--- config.mk ---
export PLATFORM = sky130hd
export DESIGN_NAME = mem_io_sequencer
export DESIGN_NICKNAME = d
export VERILOG_FILES = /design/src/rtl/mem_io_sequencer.sv
export SDC_FILE = /design/constraint.sdc
export NUM_CORES = 1
export LEC_CHECK = 0
export ABC_AREA = 1
export CAP_MARGIN = 20
export CELL_PAD_IN_SITES_DETAIL_PLACEMENT = 1
export CELL_PAD_IN_SITES_GLOBAL_PLACEMENT = 2
export CORE_ASPECT_RATIO = 1.2
export CORE_MARGIN = 5
export CORE_UTILIZATION = 19
export DETAILED_ROUTE_END_ITERATION = 12
export PLACE_DENSITY = 0.83
export REMOVE_ABC_BUFFERS = 1
export SYNTH_ARGS = -nofsm -noshare
export SYNTH_HDL_FRONTEND = slang
export SYNTH_SLANG_ARGS = --single-unit
--- constraint.sdc ---
create_clock -name clock -period 1.9 [get_ports clock]
set_input_delay 0.38 -clock clock [delete_from_list [all_inputs] [get_ports clock]]
set_output_delay 0.38 -clock clock [all_outputs]
set_load 0.02 [all_outputs]
--- src/rtl/mem_io_sequencer.sv ---
// mem_io_sequencer: multi-cycle access sequencer between the CPU load/store
// stage and its two data targets (block-RAM data memory and the I/O bus).
// Each CPU access is decoded and the block-RAM wait state is inserted.
// Slow I/O devices get a chip-select/acknowledge handshake.
// The CPU is held on cpu_stall until the access completes.
// Optional feature macro: MEM_IO_TIMEOUT_EN aborts an I/O access when the
// device does not acknowledge within TIMEOUT cycles.
module mem_io_sequencer #(
    parameter logic [31:0] IO_BASE  = 32'hFFFF_FC00,
    parameter int          MEM_WAIT = 1,
    parameter logic [7:0]  TIMEOUT  = 8'd15
) (
    input  logic        clock,
    input  logic        reset,
    input  logic        cpu_req,
    input  logic        cpu_we,
    input  logic [31:0] cpu_addr,
    input  logic [31:0] cpu_wdata,
    output logic [31:0] cpu_rdata,
    output logic        cpu_stall,
    output logic        cpu_err,
    output logic [31:0] mem_addr,
    output logic        mem_we,
    output logic [31:0] mem_wdata,
    input  logic [31:0] mem_rdata,
    output logic [3:0]  io_cs,
    output logic        io_we,
    output logic [15:0] io_wdata,
    input  logic [15:0] io_rdata,
    input  logic        io_ack
);

    typedef enum logic [1:0] {IDLE, MEM, IO, DONE} state_t;

    state_t     state;
    logic       we_q;
    logic [1:0] wait_cnt;

`ifdef MEM_IO_TIMEOUT_EN
    logic [7:0] to_cnt;
`else
    // TIMEOUT only matters when the abort counter is built
    logic unused_timeout;
    assign unused_timeout = ^TIMEOUT;
`endif

    // The I/O region is a 1 KiB window selected by the upper address bits
    function automatic logic is_io(input logic [31:0] a);
        return a[31:10] == IO_BASE[31:10];
    endfunction

    // Only devices 0..3 exist; bits [7:6] must be zero for a mapped device
    function automatic logic io_mapped(input logic [31:0] a);
        return a[7:6] == 2'b00;
    endfunction

    // Stall while an access is being accepted or is in flight; DONE releases the CPU
    assign cpu_stall = !reset &&
                       (((state == IDLE) && cpu_req) || (state == MEM) || (state == IO));

    // Access sequencer: decode, memory wait states, I/O handshake, completion
    always_ff @(posedge clock) begin
        if (reset) begin
            state     <= IDLE;
            we_q      <= 1'b0;
            wait_cnt  <= 2'd0;
            cpu_rdata <= 32'h0;
            cpu_err   <= 1'b0;
            mem_addr  <= 32'h0;
            mem_we    <= 1'b0;
            mem_wdata <= 32'h0;
            io_cs     <= 4'b0000;
            io_we     <= 1'b0;
            io_wdata  <= 16'h0;
`ifdef MEM_IO_TIMEOUT_EN
            to_cnt    <= 8'd0;
`endif
        end else begin
            // Strobes are single-cycle unless a state below re-asserts them
            cpu_err <= 1'b0;
            mem_we  <= 1'b0;
            case (state)
                IDLE: begin
                    if (cpu_req) begin
                        mem_addr  <= cpu_addr;
                        mem_wdata <= cpu_wdata;
                        io_wdata  <= cpu_wdata[15:0];
                        we_q      <= cpu_we;
                        if (is_io(cpu_addr)) begin
                            if (io_mapped(cpu_addr)) begin
                                state  <= IO;
                                io_cs  <= 4'b0001 << cpu_addr[5:4];
                                io_we  <= cpu_we;
`ifdef MEM_IO_TIMEOUT_EN
                                to_cnt <= 8'd0;
`endif
                            end else begin
                                // Unmapped device: complete at once with an error
                                state     <= DONE;
                                cpu_rdata <= 32'h0;
                                cpu_err   <= 1'b1;
                            end
                        end else begin
                            // Write enable covers only the first MEM cycle
                            state    <= MEM;
                            mem_we   <= cpu_we;
                            wait_cnt <= 2'(MEM_WAIT - 1);
                        end
                    end
                end
                MEM: begin
                    if (wait_cnt == 2'd0) begin
                        if (!we_q) cpu_rdata <= mem_rdata;
                        state <= DONE;
                    end else begin
                        wait_cnt <= wait_cnt - 2'd1;
                    end
                end
                IO: begin
                    // An ack in the expiring cycle takes priority over the abort
                    if (io_ack) begin
                        if (!we_q) cpu_rdata <= {16'h0000, io_rdata};
                        io_cs <= 4'b0000;
                        io_we <= 1'b0;
                        state <= DONE;
                    end
`ifdef MEM_IO_TIMEOUT_EN
                    else if (to_cnt == TIMEOUT - 8'd1) begin
                        io_cs     <= 4'b0000;
                        io_we     <= 1'b0;
                        cpu_rdata <= 32'h0;
                        cpu_err   <= 1'b1;
                        state     <= DONE;
                    end else begin
                        to_cnt <= to_cnt + 8'd1;
                    end
`endif
                end
                DONE: begin
                    // The CPU retires here; a still-high cpu_req is not re-accepted
                    state <= IDLE;
                end
                default: state <= IDLE;
            endcase
        end
    end

endmodule

==> key figures <==
Global routing
  – Largest net degree at the start of global routing: 48
  – Vias in the first global route: between 5,000 and 6,000
  – Total global-route track usage: 0.123
  – Antenna violations before repair: 0
  – Total grt overflow: 0
  – First-pass GRT wire length: 28,500 um

Route
  – Routed via count: 5,293
  – Pre-Repair DR Iteration Count: 4
  – Antenna-violating nets left: 0
  – Detailed-route wire length: 19,100 um
  – 1st-iter DRT viols: 149
  – Vias per cell: 4.13
  – Routed WL per cell: 14.9 um
  – Residual DRC: 0

STA
  – RSZ-0062 raised after global routing: true
  – Slew headroom: 0.751
  – Max Clk Rate: 541 MHz
  – Worst Slack Setup Final: between 0.05 and 0.06 ns
  – Final slew viol count: 0
  – Clock skew: 0.00983 ns
  – Hold Violations, Final: 0
  – Endpoints failing setup: 0
  – Slew @ Worst Pin: 0.372 ns
  – Final Cycle Share: 0.973
  – Tmin final: around 1.8 ns

Setup path
  – Critical path required time: 2.19 ns
  – Internal reg-to-reg setup slack: a little over 0.05 ns
  – Crit start category: flip-flop
  – Crit end category: flip-flop
  – Reg2Reg Capture Point: cpu_rdata[8]$_SDFFE_PP0P_
  – Crit Path Class: flip-flop to flip-flop
  – Depth of the most critical reg-to-reg path: 9
  – Crit path DAT: 2.14 ns
  – CP Max Fanout: 8
  – Worst Setup SP: state[1]$_SDFFE_PP0P_
  – RR Startpoint: state[1]$_SDFFE_PP0P_

Yosys
  – Synth Cell Area: 4890 sq um
  – Top FF cell, synth: dfxtp_1
  – Post-Syn Area per Cell: 6.86 sq um
  – Syn. warnings: 0
  – EDFF count, synth: 0
  – Cell variety after synth: 24
  – Asr flop ratio synth: 0
  – Register area share after synthesis: 0.442
  – Top-area cell type share of the netlist area: 0.442
  – Synth area leaders: dfxtp_1 (44%), nor2_1 (14%), nand2_1 (10%), o21ai_0 (6.9%), inv_1 (6.4%)
  – Synth Register Bits: 108
  – Mapped Cells: between 700 and 800
  – Synth area leader: dfxtp_1

Placement
  – Gpl congestion: 0.723
  – Placed cells: 1,253
  – Setup Slack @ Placement: -0.432 ns
  – Dpl hpwl: 13,800 um
  – Port bufs: 236

Clock network
  – Htree depth: 3
  – CTS buffer count: 9
  – Max clock buf depth: 2
  – CTS tree: done
  – Reg clk slew, reported paths: 0.08 ns
  – Skew-Pair Late Insertion Delay: roughly 0.36 ns
  – Root Driver: clkbuf_16
  – Sink Count: between 100 and 150

Flow run
  – Max cap viols: 0

Worst hold path
  – Class of the worst hold path: input pin to flip-flop
  – Hold Crit Depth: 3
  – Hold Path End: mem_addr[30]$_SDFFE_PP0P_
  – Min-delay src: cpu_addr[30]

Power
  – Internal power: approximately 7.8 mW
  – VDD IR-drop max: around 540 uV
  – Share of power burned in registers: 0.255
  – Gate power share: 0.595
  – Sw Pwr: 5.87 mW
  – Switch share: 0.429
  – PwrDens: 1630 nW/um^2
  – Total design power: approximately 14 mW
  – Clock Power Share: 0.149
  – Leak: roughly 3.5 nW

Die
  – Chip width: roughly 160 um
  – Initial core utilization: 0.192
  – Row Count: 64
  – Top-level port count: 237
  – Die Y: 186 um
  – Core box area: about 25,000 sq um
  – Die area: ~29,000 sq um

Final layout
  – Antenna cells: 0
  – Commonest non-fill, non-tap cells in the layout: clkdlybuf4s50_1 (234), nor2_1 (177), nand2_1 (117), dfxtp_1 (106), inv_1 (78)
  – Leading cell type in the layout, fill and taps excluded: clkdlybuf4s50_1
  – Post-Layout Cell Count: 1,282
  – Nets@finish: around 1,100
  – Layout cells sized above 1: 0.108
  – # fillers: 3,132
  – P&R area growth vs syn: 71.2%

Status
  – Status: complete, no violations
## critical path, cell delays in order, from the launching register on
cell and delay, ns:
dfxtp_2 0.35, buf_6 0.12, ha_4 0.16, o21a_1 0.21, nor3b_4 0.26, nand3_4 0.26, clkbuf_16 0.25, nand2_1 0.05
inv_1 0.04, nor2_1 0.09
## power groups by stage
stage                     registers [mW]  logic (mW)  clock network, mW
final                               3.49        8.14               2.04
after global routing                3.61        8.96               2.24
after CTS                           3.50        7.54               2.15
after detailed placement            3.53        7.46                  0
after global placement              3.51        7.34                  0
after floorplan                     4.47        2.84                  0
## Yosys cell counts (4+ instances only)
master,n
o21ai_0,67
nand4_1,34
a22o_1,16
dfxtp_1,108
buf_1,7
buf_2,12
clkbuf_1,22
nor2_1,179
a21oi_1,6
buf_4,17
nand3_1,8
inv_1,83
ha_1,5
buf_6,4
inv_2,5
nand2_1,131
## how the worst max path moves through the flow
stage / to / slack (ns) / cells past startpoint
after global placement: cpu_rdata[22]$_SDFFE_PP0P_ / -0.39 / 11
after detailed placement: cpu_rdata[25]$_SDFFE_PP0P_ / -0.43 / 12
after global routing: cpu_rdata[8]$_SDFFE_PP0P_ / -0.05 / 11
final: cpu_rdata[8]$_SDFFE_PP0P_ / 0.05 / 9
after floorplan: mem_addr[4]$_SDFFE_PP0P_ / -1.05 / 6
after CTS: cpu_stall / -0.005 / 5
## flip-flops by register name, indices dropped and copies added (netlist names)
signal     cells
cpu_rdata     32
mem_addr      32
mem_wdata     32
io_cs          4
state          2
wait_cnt       2
cpu_err        1
io_we          1
mem_we         1
we_q           1
## metal layers
| layer | global-route usage | part of all wire |
|---|---|---|
| met1 | 0.148 | 0.42 |
| met2 | 0.204 | 0.47 |
| met3 | 0.0523 | 0.10 |
| met4 | 0.0333 | 0.014 |
| met5 | 0 | 0 |
## what timing repair did
action                     in CTS  in global routing
pin swaps                       1                 22
setup endpoints to repair      35                 39
gates cloned                    0                  7
hold buffers                    0                  0
setup buffers                   0                  7
gates resized for setup        13                 35
## final cells by class
class,count,area (sq um),share of cell area
Clock buffer,9,225,0.0269
Sequential cell,108,2170,0.259
Multi-Input combinational cell,454,2170,0.260
Clock inverter,7,92.6,0.0111
Inverter,88,335,0.0401
Tap cell,330,413,0.0493
Timing Repair Buffer,286,2960,0.354
## metrics by stage
step	hold slack [ns]	utilization	instance area, sq um	setup TNS, ns
floorplan	0.434	-	4550	-90.11
global placement	0.450	0.303	7720	-18.77
detailed placement	0.462	0.303	7720	-20.16
CTS	0.475	0.316	8060	-0.00458
global route	0.336	0.329	8370	-0.927
finish	0.340	0.329	8370	0
## logic make-up after synthesis
logic type / synth area share
AOI/OAI and AO/OA: 0.109
adders and majority gates: 0.0128
buffers and inverters: 0.137
DFF: 0.442
and+or+nand+nor: 0.299
Power figures use the tool's default switching activity.
